## src/rtl/mod_counter_pkg.sv

```systemverilog
// Shared definitions for the multi-digit BCD modulo counter:
// step-mode encodings, seven-segment patterns and a BCD helper.
package mod_counter_pkg;

    typedef enum logic [1:0] {
        MODE_HOLD = 2'b00,
        MODE_INC1 = 2'b01,
        MODE_INC2 = 2'b10,
        MODE_DEC1 = 2'b11
    } mode_e;

    localparam logic [6:0] SEG_0   = 7'b1000000;
    localparam logic [6:0] SEG_1   = 7'b1111001;
    localparam logic [6:0] SEG_2   = 7'b0100100;
    localparam logic [6:0] SEG_3   = 7'b0110000;
    localparam logic [6:0] SEG_4   = 7'b0011001;
    localparam logic [6:0] SEG_5   = 7'b0010010;
    localparam logic [6:0] SEG_6   = 7'b0000010;
    localparam logic [6:0] SEG_7   = 7'b1111000;
    localparam logic [6:0] SEG_8   = 7'b0000000;
    localparam logic [6:0] SEG_9   = 7'b0010000;
    localparam logic [6:0] SEG_OFF = 7'b1111111;

    // Elaboration-time only: turns a parameter into up to six BCD digits.
    function automatic logic [23:0] to_bcd(input int unsigned val);
        int unsigned v;
        logic [23:0] r;
        v = val;
        r = '0;
        for (int i = 0; i < 6; i++) begin
            r[4*i +: 4] = 4'(v % 10);
            v = v / 10;
        end
        return r;
    endfunction

endpackage

```

## src/rtl/seg7_digit_decoder.sv

```systemverilog
// One BCD digit to an active-low seven-segment pattern (gfedcba).
// Only instantiated when MOD_COUNTER_SEG7_EN is defined.
module seg7_digit_decoder
    import mod_counter_pkg::*;
(
    input  logic [3:0] bcd,
    output logic [6:0] seg
);

    always_comb begin
        seg = SEG_OFF;
        case (bcd)
            4'd0:    seg = SEG_0;
            4'd1:    seg = SEG_1;
            4'd2:    seg = SEG_2;
            4'd3:    seg = SEG_3;
            4'd4:    seg = SEG_4;
            4'd5:    seg = SEG_5;
            4'd6:    seg = SEG_6;
            4'd7:    seg = SEG_7;
            4'd8:    seg = SEG_8;
            4'd9:    seg = SEG_9;
            default: seg = SEG_OFF;
        endcase
    end

endmodule

```

## src/rtl/multi_digit_mod_counter.sv

```systemverilog
// Multi-digit BCD up/down modulo counter with load and wrap/error pulses.
// Define MOD_COUNTER_SEG7_EN to add the HEX seven-segment outputs.
module multi_digit_mod_counter
    import mod_counter_pkg::*;
#(
    parameter int DIGITS    = 2,
    parameter int MAX_COUNT = 99
) (
    input  logic                  Clock,
    input  logic                  resetn,
    input  logic                  en,
    input  logic [1:0]            mode,
    input  logic                  load,
    input  logic [4*DIGITS-1:0]   load_val,
    output logic [4*DIGITS-1:0]   Cout,
    output logic                  wrap,
    output logic                  load_err
`ifdef MOD_COUNTER_SEG7_EN
    ,
    output logic [7*DIGITS-1:0]   HEX
`endif
);

    localparam int W = 4 * DIGITS;

    localparam logic [23:0] MAX_FULL = to_bcd(MAX_COUNT);
    localparam logic [23:0] MM1_FULL = to_bcd(MAX_COUNT - 1);

    localparam logic [W-1:0] MAX_BCD = MAX_FULL[W-1:0];
    localparam logic [W-1:0] MM1_BCD = MM1_FULL[W-1:0];
    localparam logic [W-1:0] ONE_BCD = {{(W-1){1'b0}}, 1'b1};

    logic [W-1:0] cnt_q, cnt_d;
    logic         wrap_q, wrap_d;
    logic         err_q, err_d;

    logic [W-1:0] inc_r;
    logic [W-1:0] dec_r;
    logic         ld_digits_ok;
    logic         ld_ok;

    // Per-digit ripple carry/borrow; the step never exceeds 2.
    always_comb begin : ripple
        logic [1:0] c;
        logic       b;
        logic [4:0] t;
        inc_r = '0;
        dec_r = '0;
        c = (mode == MODE_INC2) ? 2'd2 : 2'd1;
        b = 1'b1;
        t = '0;
        for (int i = 0; i < DIGITS; i++) begin
            t = {1'b0, cnt_q[4*i +: 4]} + {3'b000, c};
            if (t > 5'd9) begin
                inc_r[4*i +: 4] = 4'(t - 5'd10);
                c = 2'd1;
            end else begin
                inc_r[4*i +: 4] = t[3:0];
                c = 2'd0;
            end
            if (b && cnt_q[4*i +: 4] == 4'd0) begin
                dec_r[4*i +: 4] = 4'd9;
                b = 1'b1;
            end else begin
                dec_r[4*i +: 4] = cnt_q[4*i +: 4] - {3'b000, b};
                b = 1'b0;
            end
        end
    end

    // Valid BCD vectors order the same as their decimal values.
    always_comb begin
        ld_digits_ok = 1'b1;
        for (int i = 0; i < DIGITS; i++) begin
            if (load_val[4*i +: 4] > 4'd9) begin
                ld_digits_ok = 1'b0;
            end
        end
        ld_ok = ld_digits_ok && (load_val <= MAX_BCD);
    end

    always_comb begin
        cnt_d  = cnt_q;
        wrap_d = 1'b0;
        err_d  = 1'b0;
        if (load) begin
            if (ld_ok) begin
                cnt_d = load_val;
            end else begin
                err_d = 1'b1;
            end
        end else if (en) begin
            case (mode)
                MODE_INC1: begin
                    if (cnt_q == MAX_BCD) begin
                        cnt_d  = '0;
                        wrap_d = 1'b1;
                    end else begin
                        cnt_d = inc_r;
                    end
                end
                MODE_INC2: begin
                    if (cnt_q == MAX_BCD) begin
                        cnt_d  = ONE_BCD;
                        wrap_d = 1'b1;
                    end else if (cnt_q == MM1_BCD) begin
                        cnt_d  = '0;
                        wrap_d = 1'b1;
                    end else begin
                        cnt_d = inc_r;
                    end
                end
                MODE_DEC1: begin
                    if (cnt_q == '0) begin
                        cnt_d  = MAX_BCD;
                        wrap_d = 1'b1;
                    end else begin
                        cnt_d = dec_r;
                    end
                end
                default: cnt_d = cnt_q;
            endcase
        end
    end

    always_ff @(posedge Clock or negedge resetn) begin
        if (!resetn) begin
            cnt_q  <= '0;
            wrap_q <= 1'b0;
            err_q  <= 1'b0;
        end else begin
            cnt_q  <= cnt_d;
            wrap_q <= wrap_d;
            err_q  <= err_d;
        end
    end

    assign Cout     = cnt_q;
    assign wrap     = wrap_q;
    assign load_err = err_q;

`ifdef MOD_COUNTER_SEG7_EN
    for (genvar g = 0; g < DIGITS; g++) begin : g_seg
        seg7_digit_decoder u_dec (
            .bcd (cnt_q[4*g +: 4]),
            .seg (HEX[7*g +: 7])
        );
    end
`endif

endmodule

```

## config.mk

```make
export PLATFORM = sky130hd
export DESIGN_NAME = multi_digit_mod_counter
export DESIGN_NICKNAME = d
export VERILOG_FILES = /design/src/rtl/mod_counter_pkg.sv /design/src/rtl/seg7_digit_decoder.sv /design/src/rtl/multi_digit_mod_counter.sv
export SDC_FILE = /design/constraint.sdc
export NUM_CORES = 1
export LEC_CHECK = 0
export ABC_AREA = 1
export CAP_MARGIN = 20
export CORE_AREA = 2 2 57 59
export CTS_CLUSTER_DIAMETER = 50
export DETAILED_ROUTE_END_ITERATION = 7
export DIE_AREA = 0 0 59 61
export RECOVER_POWER = 100
export SLEW_MARGIN = 40
export SYNTH_ARGS = -nofsm -noshare
export SYNTH_HDL_FRONTEND = slang
export SYNTH_SLANG_ARGS = --single-unit
export TNS_END_PERCENT = 30
```

## constraint.sdc

```tcl
create_clock -name Clock -period 5 [get_ports Clock]
set_input_delay 1.5 -clock Clock [delete_from_list [all_inputs] [get_ports Clock]]
set_output_delay 1.5 -clock Clock [all_outputs]
set_load 0.01 [all_outputs]
```

==> flow_metrics.tcl <==
set metrics [dict create \
    status "completed" \
    synth.distinct_cells 28 \
    cp_slowest_cell "dlygate4sd3_1" \
    drt_wl_total_mm 2.92 \
    worstPathCellList "dlygate4sd3_1 > nand2_1 > nand2_1 > nand2_1 > inv_1 > ha_1 > inv_1 > nand3_1 > nand3_1 > nand2_2 > ha_1 > ha_1 > xor2_1 > o21ai_1 > nand2_1 > nand2_1 > nand3_1 > nand2_1 > nand3_1 > o21ai_0" \
    min_to "Cout[1]" \
    crit_path_frequent_cell "nand2_1" \
    p_leak_nw 0.740 \
    reg2reg_to "Cout[5]" \
    nNetsFinal 222 \
    ios 24 \
    tightest_slew_ps 528 \
    post-route-util 0.487 \
    drtPass1Iterations 4 \
    grt_pass1_wl_mm 5.04 \
    port_buffers 23 \
    fin_crit_sh 0.889 \
    area_growth_pct 23.5 \
    startpoint_type "input pin" \
    ant_nets 0 \
    root_buffer "clkbuf_4" \
    postCtsSetupRepairBufs 0 \
    netlist_area_um2 1160 \
    clock_path_buffers 2 \
    synth_edf_count 0 \
    antenna_found_initial 0 \
    synthTopCellsByCount "nand2_1, inv_1, nand3_1, a21oi_1, dfrtp_1" \
    synth_top_area_cell "dfrtp_1" \
    die_w_um 59 \
    min-delay-start "Cout[1]" \
    hold_violations 0 \
    core-area_um2 2950 \
    hold_depth 2 \
    initial_core_util 0.394 \
    grt_max_degree 16 \
    r2r_slack_ps 2040 \
    maxSlewHeadroom 0.647 \
    criticalPathCategory "input pin to register" \
    holdCritPathClass "register to register" \
    cts_buffers 3 \
    yosysWarnings 0 \
    numPlacedInstances 227 \
    wl_per_cell_um 12.6 \
    grt_usage 0.183 \
    clkLatencyLatePin_ps 270 \
    rows 20 \
    ys_seq_elements 10 \
    path_clk_slew_ps 70 \
    diodes 0 \
    slowest_delay_ps 620 \
    synth_fp_nets 197 \
    ys_top_cells_by_area "dfrtp_1, nand2_1, ha_1" \
    hold_buffers 0 \
    htreeDepth 1 \
    cts_tree "done" \
    finalSetupViolCount 0 \
    nFillCells 314 \
    layout.cells.non_filler 231 \
    endpoint_kind "register" \
    rsz0062_at_grt "false" \
    slew_violations 0 \
    clkSinkCount 10 \
    synth_most_common_cell "nand2_1" \
    rr_worst_depth 19 \
    timing.rr.start "Cout[1]" \
    syn_inst 174 \
    layout_min_cycle_time_ps 4450 \
    drv_cap 0 \
    grt.overflow.total 0 \
    power.density_nw_per_um2 349 \
    yosys.area.top_type_share 0.215 \
    grt_pass1_vias 1121 \
    critPathMaxFanout 6 \
    ys.flop_type "dfrtp_1" \
    num_vias 1185 \
    worstPathRequired_ps 5200 \
    ys_async_sr_fraction 1.00 \
    tns_ps 0 \
    drt_iter0_drc 45 \
    dieHeight_um 61 \
    drc 0 \
    ys_seq_area_frac 0.215 \
    gp_congestion 0.850 \
    vias_per_cell 5.13 \
    postSynthAreaPerCell_um2 6.69 \
    fin_skew_ps 3.96 \
    max-vdd-ir-drop_v 0.000240 \
    critical_path_arrival_ps 4640 \
    die_area_um2 3600 \
    post_cts_resize_count 0 \
    drive_above_1_share 0.116 \
    dp_hpwl_mm 2.38 \
    max_freq_mhz 225 \
]
[where the power goes]
part / total [mW] / internal (mW) / switching, mW
clock network: 0.0751 / 0.0443 / 0.0308
registers: 0.137 / 0.0981 / 0.0385
logic: 0.290 / 0.120 / 0.169
total: 0.501 / 0.262 / 0.239
[worst max path at each step]
| stage | startpoint | endpoint | slack, ps |
|---|---|---|---|
| floorplan | mode[0] | Cout[5] | 1370 |
| global route | mode[1] | Cout[5] | 220 |
| detailed placement | mode[1] | Cout[5] | 460 |
| CTS | mode[1] | Cout[5] | 750 |
| global placement | mode[1] | Cout[5] | 640 |
| finish | mode[1] | Cout[5] | 550 |
[per-stage QoR]
step	power [mW]	area (um2)	setup slack, ps	hold WS (ps)
floorplan	0.346	1160	1370	569
global placement	0.429	1410	636	561
detailed placement	0.439	1410	462	574
CTS	0.515	1450	751	594
global route	0.550	1440	217	610
finish	0.501	1440	554	580
[cells by family (layout without fill, tap and decap cells)]
logic type               Yosys count  after routing  share of synthesized area
AND/OR/NAND/NOR                   82             82                      0.368
AO/OA/AOI/OAI                     36             36                      0.169
flip-flops                        10             10                      0.215
buffers and inverters             32             56                      0.114
XOR/XNOR                           5              5                     0.0376
adder cells (fa/ha/maj)            9              9                     0.0968
[placed cells by master, fill, tap and decap left out, types with 3 or more instances in the layout]
master           count
clkdlybuf4s50_1     10
ha_1                 9
dfrtp_1             10
nand2_2              5
nor2_1               9
xor2_1               5
nand3_2              3
o21ai_1              7
nand2_1             36
inv_1               25
a21oi_1             17
clkbuf_4             3
nand3_1             19
inv_2                4
dlygate4sd3_1       13
o21ai_0              7
[layer usage]
metal  routed length (um)  up-vias  GRT usage
li1                     -      623          -
met1                 1440      538      0.255
met2                 1360       20      0.297
met3                   87        4     0.0192
met4                   34        0     0.0584
met5                    0        -          0
[cell type report]
cell class | count | area, um2 | area share
Clock buffer | 4 | 36.3 | 0.0252
Inverter | 29 | 109 | 0.0757
Multi-Input combinational cell | 132 | 771 | 0.536
Sequential cell | 10 | 250 | 0.174
Tap cell | 33 | 41.3 | 0.0287
Timing Repair Buffer | 23 | 230 | 0.160
[critical path: cells and delay by family]
kind / cells / cell delay (ps)
and+or+nand+nor: 11 / 1130
buffers and inverters: 3 / 770
adders and majority gates: 3 / 730
AOI/OAI and AO/OA: 2 / 310
xor gates and xnor gates: 1 / 190
[flip-flops by register name (all words and copies together) (netlist names)]
name and flops:
wrap 1, load_err 1, Cout 8
Note: power is estimated with default switching activity, not from simulation.
